## src/rtl/chs_conf_encoder_if.sv

```systemverilog
// Request/delivery bundle between a chs_conf requester and the encoder.
// Carries the power request handshake and the configuration word handshake.
// master = requester/consumer side, slave = encoder side.
interface chs_conf_encoder_if #(
    parameter int WIDTH = 8,
    parameter int PW    = 4
);
    logic             req_valid;
    logic [PW-1:0]    req_power;
    logic             req_ready;
    logic [WIDTH-1:0] chs_conf;
    logic             conf_mode;
    logic             conf_valid;
    logic             conf_ack;
    logic             sat_err;

    modport master (
        output req_valid, req_power, conf_ack,
        input  req_ready, chs_conf, conf_mode, conf_valid, sat_err
    );

    modport slave (
        input  req_valid, req_power, conf_ack,
        output req_ready, chs_conf, conf_mode, conf_valid, sat_err
    );
endinterface

```

## src/rtl/chs_conf_encoder.sv

```systemverilog
// Encodes a power level into a WIDTH-bit word with that many bits set, starting at a rotating offset.
// Latency: accept edge k -> conf_valid after edge k+WIDTH; word built one bit per cycle.
// Backpressure: req_ready low from accept until the cycle after conf_ack; conf_valid holds until acked.
module chs_conf_encoder #(
    parameter int WIDTH     = 8,
    parameter int PW        = 4,
    parameter int ROTATE_EN = 1
) (
    input  logic                clk,
    input  logic                rst_n,
    chs_conf_encoder_if.slave   bus
);
    localparam int LW = $clog2(WIDTH);

    typedef enum logic [1:0] {IDLE, BUILD, HOLD} state_t;

    state_t           state_q,      state_d;
    logic [LW-1:0]    offset_q,     offset_d;
    logic [LW-1:0]    cnt_q,        cnt_d;
    logic [WIDTH-1:0] work_q,       work_d;
    logic [PW-1:0]    p_q,          p_d;
    logic             sat_nxt_q,    sat_nxt_d;
    logic [WIDTH-1:0] chs_conf_q,   chs_conf_d;
    logic             conf_mode_q,  conf_mode_d;
    logic             sat_err_q,    sat_err_d;
    logic             conf_valid_q, conf_valid_d;
    logic [LW-1:0]    idx;
    logic             over;

    // State and datapath registers; reset aborts any transaction and clears the offset too.
    always_ff @(posedge clk or negedge rst_n) begin
        if (!rst_n) begin
            state_q      <= IDLE;
            offset_q     <= '0;
            cnt_q        <= '0;
            work_q       <= '0;
            p_q          <= '0;
            sat_nxt_q    <= 1'b0;
            chs_conf_q   <= '0;
            conf_mode_q  <= 1'b0;
            sat_err_q    <= 1'b0;
            conf_valid_q <= 1'b0;
        end else begin
            state_q      <= state_d;
            offset_q     <= offset_d;
            cnt_q        <= cnt_d;
            work_q       <= work_d;
            p_q          <= p_d;
            sat_nxt_q    <= sat_nxt_d;
            chs_conf_q   <= chs_conf_d;
            conf_mode_q  <= conf_mode_d;
            sat_err_q    <= sat_err_d;
            conf_valid_q <= conf_valid_d;
        end
    end

    // Next-state logic: accept in IDLE, place one bit per cycle in BUILD, wait for ack in HOLD.
    always_comb begin
        state_d      = state_q;
        offset_d     = offset_q;
        cnt_d        = cnt_q;
        work_d       = work_q;
        p_d          = p_q;
        sat_nxt_d    = sat_nxt_q;
        chs_conf_d   = chs_conf_q;
        conf_mode_d  = conf_mode_q;
        sat_err_d    = sat_err_q;
        conf_valid_d = conf_valid_q;
        // Index wraps naturally since WIDTH is a power of two.
        idx          = offset_q + cnt_q;
        over         = (bus.req_power > PW'(WIDTH));

        case (state_q)
            IDLE: begin
                if (bus.req_valid) begin
                    sat_nxt_d = over;
                    p_d       = over ? PW'(WIDTH) : bus.req_power;
                    work_d    = '0;
                    cnt_d     = '0;
                    state_d   = BUILD;
                end
            end
            BUILD: begin
                // The first p positions visited from the offset are set; the rest cleared.
                work_d[idx] = (PW'(cnt_q) < p_q);
                cnt_d       = cnt_q + 1'b1;
                if (cnt_q == LW'(WIDTH - 1)) begin
                    // Publish the word including the bit written this cycle.
                    chs_conf_d   = work_d;
                    conf_mode_d  = p_q[0];
                    sat_err_d    = sat_nxt_q;
                    conf_valid_d = 1'b1;
                    state_d      = HOLD;
                end
            end
            HOLD: begin
                if (bus.conf_ack) begin
                    conf_valid_d = 1'b0;
                    if (ROTATE_EN != 0) begin
                        offset_d = offset_q + 1'b1;
                    end
                    state_d = IDLE;
                end
            end
            default: begin
                state_d = IDLE;
            end
        endcase
    end

    assign bus.req_ready  = (state_q == IDLE);
    assign bus.chs_conf   = chs_conf_q;
    assign bus.conf_mode  = conf_mode_q;
    assign bus.conf_valid = conf_valid_q;
    assign bus.sat_err    = sat_err_q;
endmodule

```

## src/flat_wrapper.sv

```systemverilog
// flat-port wrapper written by rule: the top's interface ports become plain ports
module chs_conf_encoder_flat 
#(
    parameter int WIDTH     = 8,
    parameter int PW        = 4,
    parameter int ROTATE_EN = 1
)
  (clk, rst_n, bus_req_valid, bus_req_power, bus_conf_ack, bus_req_ready, bus_chs_conf, bus_conf_mode, bus_conf_valid, bus_sat_err);
  chs_conf_encoder_if #(.WIDTH(WIDTH), .PW(PW)) bus_i ();
  input  logic clk;
  input  logic rst_n;
  input wire logic [$bits(bus_i.req_valid)-1:0] bus_req_valid;
  input wire logic [$bits(bus_i.req_power)-1:0] bus_req_power;
  input wire logic [$bits(bus_i.conf_ack)-1:0] bus_conf_ack;
  output wire logic [$bits(bus_i.req_ready)-1:0] bus_req_ready;
  output wire logic [$bits(bus_i.chs_conf)-1:0] bus_chs_conf;
  output wire logic [$bits(bus_i.conf_mode)-1:0] bus_conf_mode;
  output wire logic [$bits(bus_i.conf_valid)-1:0] bus_conf_valid;
  output wire logic [$bits(bus_i.sat_err)-1:0] bus_sat_err;
  assign bus_i.req_valid = bus_req_valid;
  assign bus_i.req_power = bus_req_power;
  assign bus_i.conf_ack = bus_conf_ack;
  assign bus_req_ready = bus_i.req_ready;
  assign bus_chs_conf = bus_i.chs_conf;
  assign bus_conf_mode = bus_i.conf_mode;
  assign bus_conf_valid = bus_i.conf_valid;
  assign bus_sat_err = bus_i.sat_err;
  chs_conf_encoder #(.WIDTH(WIDTH), .PW(PW), .ROTATE_EN(ROTATE_EN)) u_core (.clk(clk), .rst_n(rst_n), .bus(bus_i));
endmodule
```

## config.mk

```make
export PLATFORM = sky130hd
export DESIGN_NAME = chs_conf_encoder_flat
export DESIGN_NICKNAME = d
export VERILOG_FILES = /design/src/rtl/chs_conf_encoder_if.sv /design/src/rtl/chs_conf_encoder.sv /design/src/flat_wrapper.sv
export SDC_FILE = /design/constraint.sdc
export NUM_CORES = 1
export LEC_CHECK = 0
export BUFFER_PORTS_ARGS = -buffer_cell sky130_fd_sc_hd__buf_2
export CAP_MARGIN = 0
export CELL_PAD_IN_SITES_DETAIL_PLACEMENT = 1
export CELL_PAD_IN_SITES_GLOBAL_PLACEMENT = 1
export CORE_UTILIZATION = 40
export CTS_CLUSTER_DIAMETER = 150
export DETAILED_ROUTE_END_ITERATION = 7
export PLACE_DENSITY_LB_ADDON = 0.1
export SETUP_SLACK_MARGIN = 0.1
export SLEW_MARGIN = 20
export SYNTH_ARGS = -nofsm -noshare
export SYNTH_HDL_FRONTEND = slang
export SYNTH_SLANG_ARGS = --single-unit
```

## constraint.sdc

```tcl
create_clock -name clk -period 2.1 [get_ports clk]
set_input_delay 0.105 -clock clk [delete_from_list [all_inputs] [get_ports clk]]
set_output_delay 0.105 -clock clk [all_outputs]
set_load 0.02 [all_outputs]
```

Word-level counts from Yosys, hierarchy flattened

Cells that the tools add are included.

Register bits after elaboration: 32
Output and inout bits: 12
Logic and storage cells: 48

Add/sub/neg operators: 3
Magnitude comparators: 4
Equality and inequality tests: 6
Multiplexer cells: 15
Reduce and logical (&&, ||, !) cells: 10

Operators with widths:

| kind                  | count |
|---|---|
| $pmux W8 S2           | 1 |
| $bwmux W8             | 1 |
| $mux W8               | 1 |
| $reduce_and A2 Y1     | 4 |
| $add A3 B1 Y3 const B | 2 |
| $mux W2               | 3 |
| $pmux W2 S3           | 1 |
| $pmux W3 S2           | 1 |
| $reduce_and A3 Y1     | 2 |
| $gt A4 B4 Y1 const B  | 1 |
| $lt A3 B4 Y1          | 1 |
| $lt A3 B4 Y1 const B  | 1 |
| $mux W4               | 1 |
| $ne A2 B2 Y1 const B  | 2 |
| $reduce_bool A2 Y1    | 2 |
| $add A3 B3 Y3         | 1 |
| $demux W1 S3          | 1 |
| $eq A3 B3 Y1 const B  | 1 |
| $ge A3 B1 Y1 const B  | 1 |
| $mux W1               | 3 |
| $mux W3               | 1 |
| $eq A2 B1 Y1 const B  | 1 |
| $eq A2 B2 Y1 const B  | 1 |
| $logic_not A2 Y1      | 1 |
| 3 further kinds       | 3 |

Longest topological paths before layout

Gate-level depths: netlist of run 1.

Depth after elaboration: 7
Mapped depth: 8
Depth with buffers taken out: 7

Least setup slack after synthesis of run 1

Ideal clock, no wire load.

Path type: register -> register
Start: reg u_core.cnt_q[0]
End: reg u_core.chs_conf_q[4] (netlist: u_core.bus.chs_conf[4])
Library setup time: 0.125 ns
Arrival time: 1.818 ns
Setup slack: 0.157 ns
Cell stages (with the launch flop): 9
Buffers on the path: 1
Clock period less this slack: 1.943 ns
Cells stage by stage: dfrtp_1 ha_1 inv_1 fa_1 clkbuf_1 nor2b_1 nand2_1 nor3_1 o31ai_2

Cells in the longest elaborated chain, start to end: 6
Elaborated cells between the ends (all ways): 10

Ends and longest elaborated chain:

| element                                      | RTL line               | RTL |
|---|---|---|
| start: declaration                           | chs_conf_encoder.sv:19 | `logic [LW-1:0] cnt_q, cnt_d;` |
| start signal: assignment                     | chs_conf_encoder.sv:46 | `cnt_q <= cnt_d;` |
| $add A3 B3 Y3                                | chs_conf_encoder.sv:70 | `idx = offset_q + cnt_q;` |
| $lt A3 B4 Y1 or $ge A3 B1 Y1 (tied branches) | chs_conf_encoder.sv:85 | `work_d[idx] = (PW'(cnt_q) < p_q);` |
| $logic_and A1 B1 Y1 (not written as such)    | chs_conf_encoder.sv:85 |  |
| $mux W1 (not written as such)                | chs_conf_encoder.sv:85 |  |
| $demux W1 S3                                 | n/a                    |  |
| $bwmux W8                                    | chs_conf_encoder.sv:85 |  |
| end signal: assignment                       | chs_conf_encoder.sv:50 | `chs_conf_q <= chs_conf_d;` |
| end: declaration                             | chs_conf_encoder.sv:23 | `logic [WIDTH-1:0] chs_conf_q, chs_conf_d;` |

Parallel ways exist; a longest one is shown, timed or not.
A chain may end at the register's enable or synchronous reset.

Worst setup path in the final report of run 1

Start: reg u_core.cnt_q[0]
End: reg u_core.work_q[1]

Cells in the longest elaborated chain, start to end: 7
Elaborated cells between the ends (all ways): 9

Ends and longest elaborated chain:

| element                                      | RTL line               | RTL |
|---|---|---|
| $add A3 B3 Y3                                | chs_conf_encoder.sv:70 |  |
| $lt A3 B4 Y1 or $ge A3 B1 Y1 (tied branches) | chs_conf_encoder.sv:85 |  |
| $logic_and A1 B1 Y1 (not written as such)    | chs_conf_encoder.sv:85 |  |
| $mux W1 (not written as such)                | chs_conf_encoder.sv:85 |  |
| $demux W1 S3                                 | n/a                    |  |
| $bwmux W8 *                                  | chs_conf_encoder.sv:85 |  |
| $pmux W8 S2 *                                | chs_conf_encoder.sv:73 | `case (state_q)` |
| end signal: assignment                       | chs_conf_encoder.sv:47 | `work_q <= work_d;` |
| end: declaration                             | chs_conf_encoder.sv:20 | `logic [WIDTH-1:0] work_q, work_d;` |

Every way passes the cells marked *; elsewhere a longest branch is shown, timed or not.

==> impl_metrics.csv, run 1 <==
group,metric,value,unit
route,routedWlPerCell,15.5,um
die,std_cell_rows,23,
route,wl_met1,1720,um
synthesis,yosys.area.top_type,"dfrtp_1",
timing,fin_skew,0.00230,ns
setup_path,critPathTopFamily,"adder cells",
placed_design,gp_congestion,0.775,
clock_network,cts_tree,"yes",
clock_network,clock_latency,0.28,ns
global_route,grt_max_degree,33,
cells_and_area,seq_area,801,um^2
die,dieArea,4500,um^2
synthesis,synth_area_leaders,"dfrtp_1, nand2_1, ha_1",
route,viasPerCell,5.41,
timing,fmax,511,MHz
hold_path,hold_path_class,"primary input to register",
cells_and_area,fill_cells,458,
setup_path,cp.arrival,2.11,ns
setup_path,cpPeakStageDelay,0.58,ns
setup_path,worst_ep_required_time,2.25,ns
global_route,grt_pass1_vias,1395,
hold_path,holdPathStages,3,
cells_and_area,multi_input_area,871,um^2
cells_and_area,antenna_cells,0,
die,core-area,4030,um^2
synthesis,synth_fp_nets,186,
clock_network,htree_num_levels,2,
die,num_io_pins,20,
synthesis,synthArstFlopShare,1.00,
clock_network,cts_root_buf,"clkbuf_8",
timing,final.min_clock_period,1.96,ns
route,drc,0,
setup_path,cp-end-kind,"register",
setup_path,critPathKind,"register to register",
route,vias,1348,
cells_and_area,nets,213,
setup_path,crit_fanout,6,
global_route,overflow,0,
die,die_height,67.1,um
synthesis,synthTopCellsByCount,"dfrtp_1, nand2_1, nor2_1, o21ai_0, nor3_1",
synthesis,yosys_warnings,0,
placed_design,hpwl,2750,um
setup_path,crit_chain,"ha_1 -> inv_1 -> fa_2 -> buf_6 -> nand2_1 -> nor2_2 -> o21ai_0 -> o2bb2ai_1",
synthesis,syn_avg_cell_area,9.91,um^2
global_route,track_usage,0.204,
synthesis,synth.distinct_cells,33,
clock_network,clk_pin_slew,0.06,ns
clock_network,cts_buffers,5,
placed_design,placed_cell_area,1830,um^2
setup_path,r2r_cells,8,
die,start_util,0.421,
route,ant_nets,0,
clock_network,clockBufferDepth,2,
synthesis,yosysSeqAreaShare,0.472,
die,die_w,67.1,um
pwr,p_leak,0.925,nW
synthesis,synth_top_area_share,0.472,
timing,relSlewSlack,0.519,
setup_path,start_kind,"register",
status,outcome,"complete, no violations",
placed_design,io_buffer_count,19,
route,first_pass_iters,4,
synthesis,synth.ff_latch_count,32,
cells_and_area,layout-drive-gt1-share,0.286,
timing,period_share,0.932,
synthesis,synth_area,1700,um^2
timing,setup_tns,0,ns
timing,maxSlewViolCount,0,
pwr,vdd_drop_max,0.00100,V
global_route,antenna_found_initial,0,
cells_and_area,area_growth,18.7,%
setup_path,critPathBufInv,2,
route,wl,3870,um
timing,setup_viol,0,
route,wl_met2,1960,um
cells_and_area,stdcell_area,2010,um^2
setup_path,cp.depth,8,
timing,tightest_slew,0.721,ns
synthesis,synth_most_common_cell,"dfrtp_1",
cells_and_area,post-route-util,0.499,
route,met3_wirelength,128,um
timing,rsz0062_at_grt,"yes",
synthesis,synthCells,171,
synthesis,synth-edff-count,0,
flow_run,drv_cap,0,
route,routed.top_layer,"met4",
timing,hold_violations,0,
pwr,cellPowerDensity,1890,nW/um^2
pwr,finalPower,3.80,mW
synthesis,synth_top_flop_cell,"dfrtp_1",
setup_path,cp_slowest_cell,"fa_2",
global_route,grt_pass1_wl,6630,um
clock_network,cts.sinks,32,
route,drt-initial-drc-count,40,
-- worst min-delay path, delay by kind of cell --
family / cells / cell delay, ns
buf+inv: 1 / 0.10
simple gates: 1 / 0.06
compound gates: 1 / 0.06
-- registers in the layout (all words and copies together) (netlist names) --
| register | flops |
|---|---|
| u_core.sat_nxt_q | 1 |
| u_core.bus.sat_err | 1 |
| u_core.p_q | 4 |
| u_core.bus.conf_mode | 1 |
| u_core.bus.chs_conf | 8 |
| u_core.state_q | 2 |
| u_core.bus.conf_valid | 1 |
| u_core.offset_q | 3 |
| u_core.cnt_q | 3 |
| u_core.work_q | 8 |
-- cells in the final DEF (no fill, tap or decap), types with 3 or more instances in the layout --
master | netlist | final
mux2_2 | 4 | 4
nand2_1 | 25 | 25
nor2_1 | 18 | 15
o21ai_0 | 15 | 15
ha_1 | 6 | 6
o2bb2ai_1 | 8 | 8
nand2b_1 | 7 | 7
nor3_2 | 1 | 5
clkbuf_8 | 0 | 6
nand3_1 | 4 | 4
buf_4 | 1 | 6
buf_2 | 4 | 19
dfrtp_1 | 32 | 32
nor2_2 | 0 | 3
o31ai_1 | 8 | 7
nor3_1 | 9 | 5
inv_1 | 7 | 7
-- area by class of cell --
type,instances,area share
Sequential cell,32,0.398
Multi-Input combinational cell,125,0.433
Tap cell,50,0.0311
Inverter,7,0.0131
Clock buffer,8,0.0448
Timing Repair Buffer,27,0.0802
-- power by group --
part           total [mW]  internal [mW]  switching, mW
Sequential           1.06          0.872          0.189
Clock               0.487          0.267          0.220
Combinational        2.25          0.898           1.35
-- routing by layer --
layer,track usage,up-vias
li1,-,645
met1,0.247,679
met2,0.346,19
met3,0.0565,5
met4,0.0638,0
met5,0,-
-- what timing repair did --
action | in CTS | in global routing
buffers inserted | 2 | 4
hold buffers | 1 | 0
hold endpoints to repair | 32 | 0
setup endpoints to repair | 7 | 16
pin swaps | 1 | 3
gates resized for setup | 2 | 11
-- cells by family (layout without fill, tap and decap cells) --
kind of cell	count (synthesis)	after routing	share of synthesized area
compound gates	36	36	0.155
xor+xnor	4	4	0.0391
fa+ha+maj	7	7	0.0561
buf+inv	14	42	0.0362
flops	32	32	0.472
mux	5	5	0.0325
simple gates	73	73	0.209
-- stage by stage --
stage / hold slack (ns) / std cells / worst slack, ns
3_5_place_dp: 0.207 / 234 / 0.0328
6_report: 0.0924 / 249 / 0.142
2_1_floorplan: -0.191 / 171 / 0.157
3_3_place_gp: 0.208 / 234 / 0.115
4_1_cts: 0.0899 / 245 / 0.0917
5_1_grt: 0.0963 / 249 / 0.0570
-- worst paths after layout --
kind | start | endpoint | slack [ns]
worst max-delay path | u_core.cnt_q[0]$_DFFE_PN0P_ | u_core.work_q[1]$_DFFE_PN0P_ | 0.14
worst min-delay path | bus_req_power[1] | u_core.p_q[1]$_DFFE_PN0P_ | 0.09
worst max register to register | u_core.cnt_q[0]$_DFFE_PN0P_ | u_core.work_q[1]$_DFFE_PN0P_ | 0.14
worst min register to register | u_core.bus.chs_conf[3]$_DFFE_PN0P_ | u_core.bus.chs_conf[3]$_DFFE_PN0P_ | 0.48
max in group asynchronous | rst_n | u_core.sat_nxt_q$_DFFE_PN0P_ | 1.23
min in group asynchronous | rst_n | u_core.bus.chs_conf[0]$_DFFE_PN0P_ | 0.42
Note: power is estimated with default switching activity, not from simulation.
==> inputs of run 2 (changes only) <==
--- a/config.mk
+++ b/config.mk
@@ -9,7 +9,7 @@
 export CAP_MARGIN = 0
 export CELL_PAD_IN_SITES_DETAIL_PLACEMENT = 1
 export CELL_PAD_IN_SITES_GLOBAL_PLACEMENT = 1
-export CORE_UTILIZATION = 40
+export CORE_UTILIZATION = 48
 export CTS_CLUSTER_DIAMETER = 150
 export DETAILED_ROUTE_END_ITERATION = 7
 export PLACE_DENSITY_LB_ADDON = 0.1
==> constraint.sdc (replaced) <==
create_clock -name clk -period 2.5 [get_ports clk]
set_input_delay 0.125 -clock clk [delete_from_list [all_inputs] [get_ports clk]]
set_output_delay 0.125 -clock clk [all_outputs]
set_load 0.02 [all_outputs]
==> run 2 against run 1 <==
Net effect:
- sequential power fell by 16%
- clock power shrank 20%
- setup slack better by 0.33 ns
- critical path depth fell by 1
- register-to-register slack improved by 0.33 ns
- design area fell by 5.2%
- sequential cell count did not move
==> impl_metrics.csv, run 2 (synthesis gave the netlist of run 1 again) <==
group,metric,value,unit
setup_path,rrSetupSlack,0.47,ns
timing,maxSlewViolCount,0,
global_route,grt_pass1_wl,6130,um
timing,fin_skew,0.00663,ns
clock_network,post_cts_buffers,0,
hold_path,hold_path_class,"primary input to register",
flow_run,drv_cap,0,
route,first_pass_iters,4,
route,routedWlPerCell,15.2,um
pwr,finalPower,2.91,mW
setup_path,critPathKind,"register to register",
route,wl,3630,um
clock_network,cts_tree,"yes",
cells_and_area,antenna_cells,0,
setup_path,cp-end-kind,"register",
cells_and_area,layout_commonest_cell,"dfrtp_1",
route,drt-initial-drc-count,38,
status,outcome,"complete, no violations",
pwr,p_leak,0.885,nW
clock_network,htree_num_levels,2,
clock_network,clock_latency,0.33,ns
timing,tightest_slew,0.711,ns
route,ant_nets,0,
timing,final.min_clock_period,2.03,ns
timing,fmax,492,MHz
route,viasPerCell,5.51,
route,drc,0,
timing,relSlewSlack,0.526,
die,core-area,3360,um^2
cells_and_area,layout_common_cells,"dfrtp_1, nand2_1, buf_2, nor2_1, o21ai_0",
global_route,use_met3,0.0567,
pwr,cellPowerDensity,1530,nW/um^2
global_route,track_usage,0.229,
clock_network,cts_buffers,5,
clock_network,cts.sinks,32,
setup_path,worst_ep_required_time,2.72,ns
clock_network,clockBufferDepth,2,
die,dieArea,3770,um^2
die,start_util,0.504,
timing,hold_violations,0,
global_route,met2_usage,0.393,
cells_and_area,area_growth,12.5,%
placed_design,hpwl,2640,um
timing,rsz0062_at_grt,"no",
cells_and_area,nets,207,
clock_network,cts_root_buf,"clkbuf_4",
setup_path,start_kind,"register",
cells_and_area,post-route-util,0.567,
pwr,vdd_drop_max,0.000678,V
timing,setup_tns,0,ns
die,num_io_pins,20,
cells_and_area,fill_cells,412,
placed_design,placedCellCount,230,
global_route,antenna_found_initial,0,
global_route,grt_max_degree,33,
setup_path,crit_fanout,10,
global_route,top_usage_layer,"met2",
setup_path,cp.arrival,2.25,ns
die,die_height,61.4,um
die,std_cell_rows,21,
global_route,overflow,0,
cells_and_area,layout-drive-gt1-share,0.218,
placed_design,gp_congestion,0.765,
route,vias,1318,
timing,period_share,0.812,
die,die_w,61.4,um
cells_and_area,instances_no_fill,239,
timing,setup_viol,0,
global_route,met1_usage,0.276,
clock_network,clk_pin_slew,0.10,ns
placed_design,io_buffer_count,19,
global_route,grt_pass1_vias,1332,
-- run 2: cell types whose count changed in the layout (fill, tap and decap cells not counted), moves of 3 or more --
cell	before	now
buf_4	6	1
clkbuf_4	0	5
clkbuf_8	6	0
nor2_1	15	18
nor2_2	3	0
nor3_1	5	9
nor3_2	5	1
-- run 2: final cells by class --
type	instances	area, um^2	share of cell area
multi-input combinational	125	833	0.437
sequential	32	801	0.420
timing repair buffer	21	113	0.0591
tap	46	57.6	0.0302
clock buffer	6	41.3	0.0217
clock inverter	2	35.0	0.0184
inverter	7	26.3	0.0138
-- run 2: power breakdown --
group / switching [mW] / internal, mW / leakage [nW]
registers: 0.163 / 0.730 / 0.407
clock network: 0.180 / 0.210 / 0.0422
logic: 1.02 / 0.607 / 0.436
total: 1.36 / 1.55 / 0.885
-- run 2: timing repair --
action / in CTS / in global routing
hold buffers: 1 / 0
gates resized for setup: 0 / 0
hold endpoints to repair: 32 / 0
-- run 2: per-stage QoR --
stage	hold WS (ns)	area [um^2]	worst slack, ns
2_1_floorplan	-0.171	1700	0.557
3_3_place_gp	0.216	1820	0.545
3_5_place_dp	0.216	1820	0.469
4_1_cts	0.0374	1910	0.449
5_1_grt	0.0477	1910	0.296
6_report	0.0488	1910	0.469
-- run 2: worst max-delay path, stage by stage (launching register included) --
cell	delay (ns)
dfrtp_1	0.43
ha_1	0.18
inv_1	0.06
fa_1	0.67
nor2b_1	0.21
nand2_1	0.09
nor3_1	0.19
o31ai_2	0.09
-- run 2: worst paths after layout --
path                                               startpoint                                  to  cells after the start
setup reg to reg               u_core.offset_q[0]$_DFFE_PN0P_  u_core.bus.chs_conf[4]$_DFFE_PN0P_                      7
max in group asynchronous                               rst_n         u_core.cnt_q[2]$_DFFE_PN0P_                      2
setup / recovery               u_core.offset_q[0]$_DFFE_PN0P_  u_core.bus.chs_conf[4]$_DFFE_PN0P_                      7
hold / removal                               bus_req_power[2]           u_core.p_q[2]$_DFFE_PN0P_                      3
min in group asynchronous                               rst_n        u_core.work_q[5]$_DFFE_PN0P_                      2
hold reg to reg            u_core.bus.chs_conf[3]$_DFFE_PN0P_  u_core.bus.chs_conf[3]$_DFFE_PN0P_                      2
-- run 2: routing by layer --
| metal | vias to the layer above | wire length [um] |
|---|---|---|
| met2 | 24 | 1810 |
| met3 | 6 | 107 |
| li1 | 639 | - |
| met5 | - | 0 |
| met1 | 649 | 1660 |
| met4 | 0 | 52 |
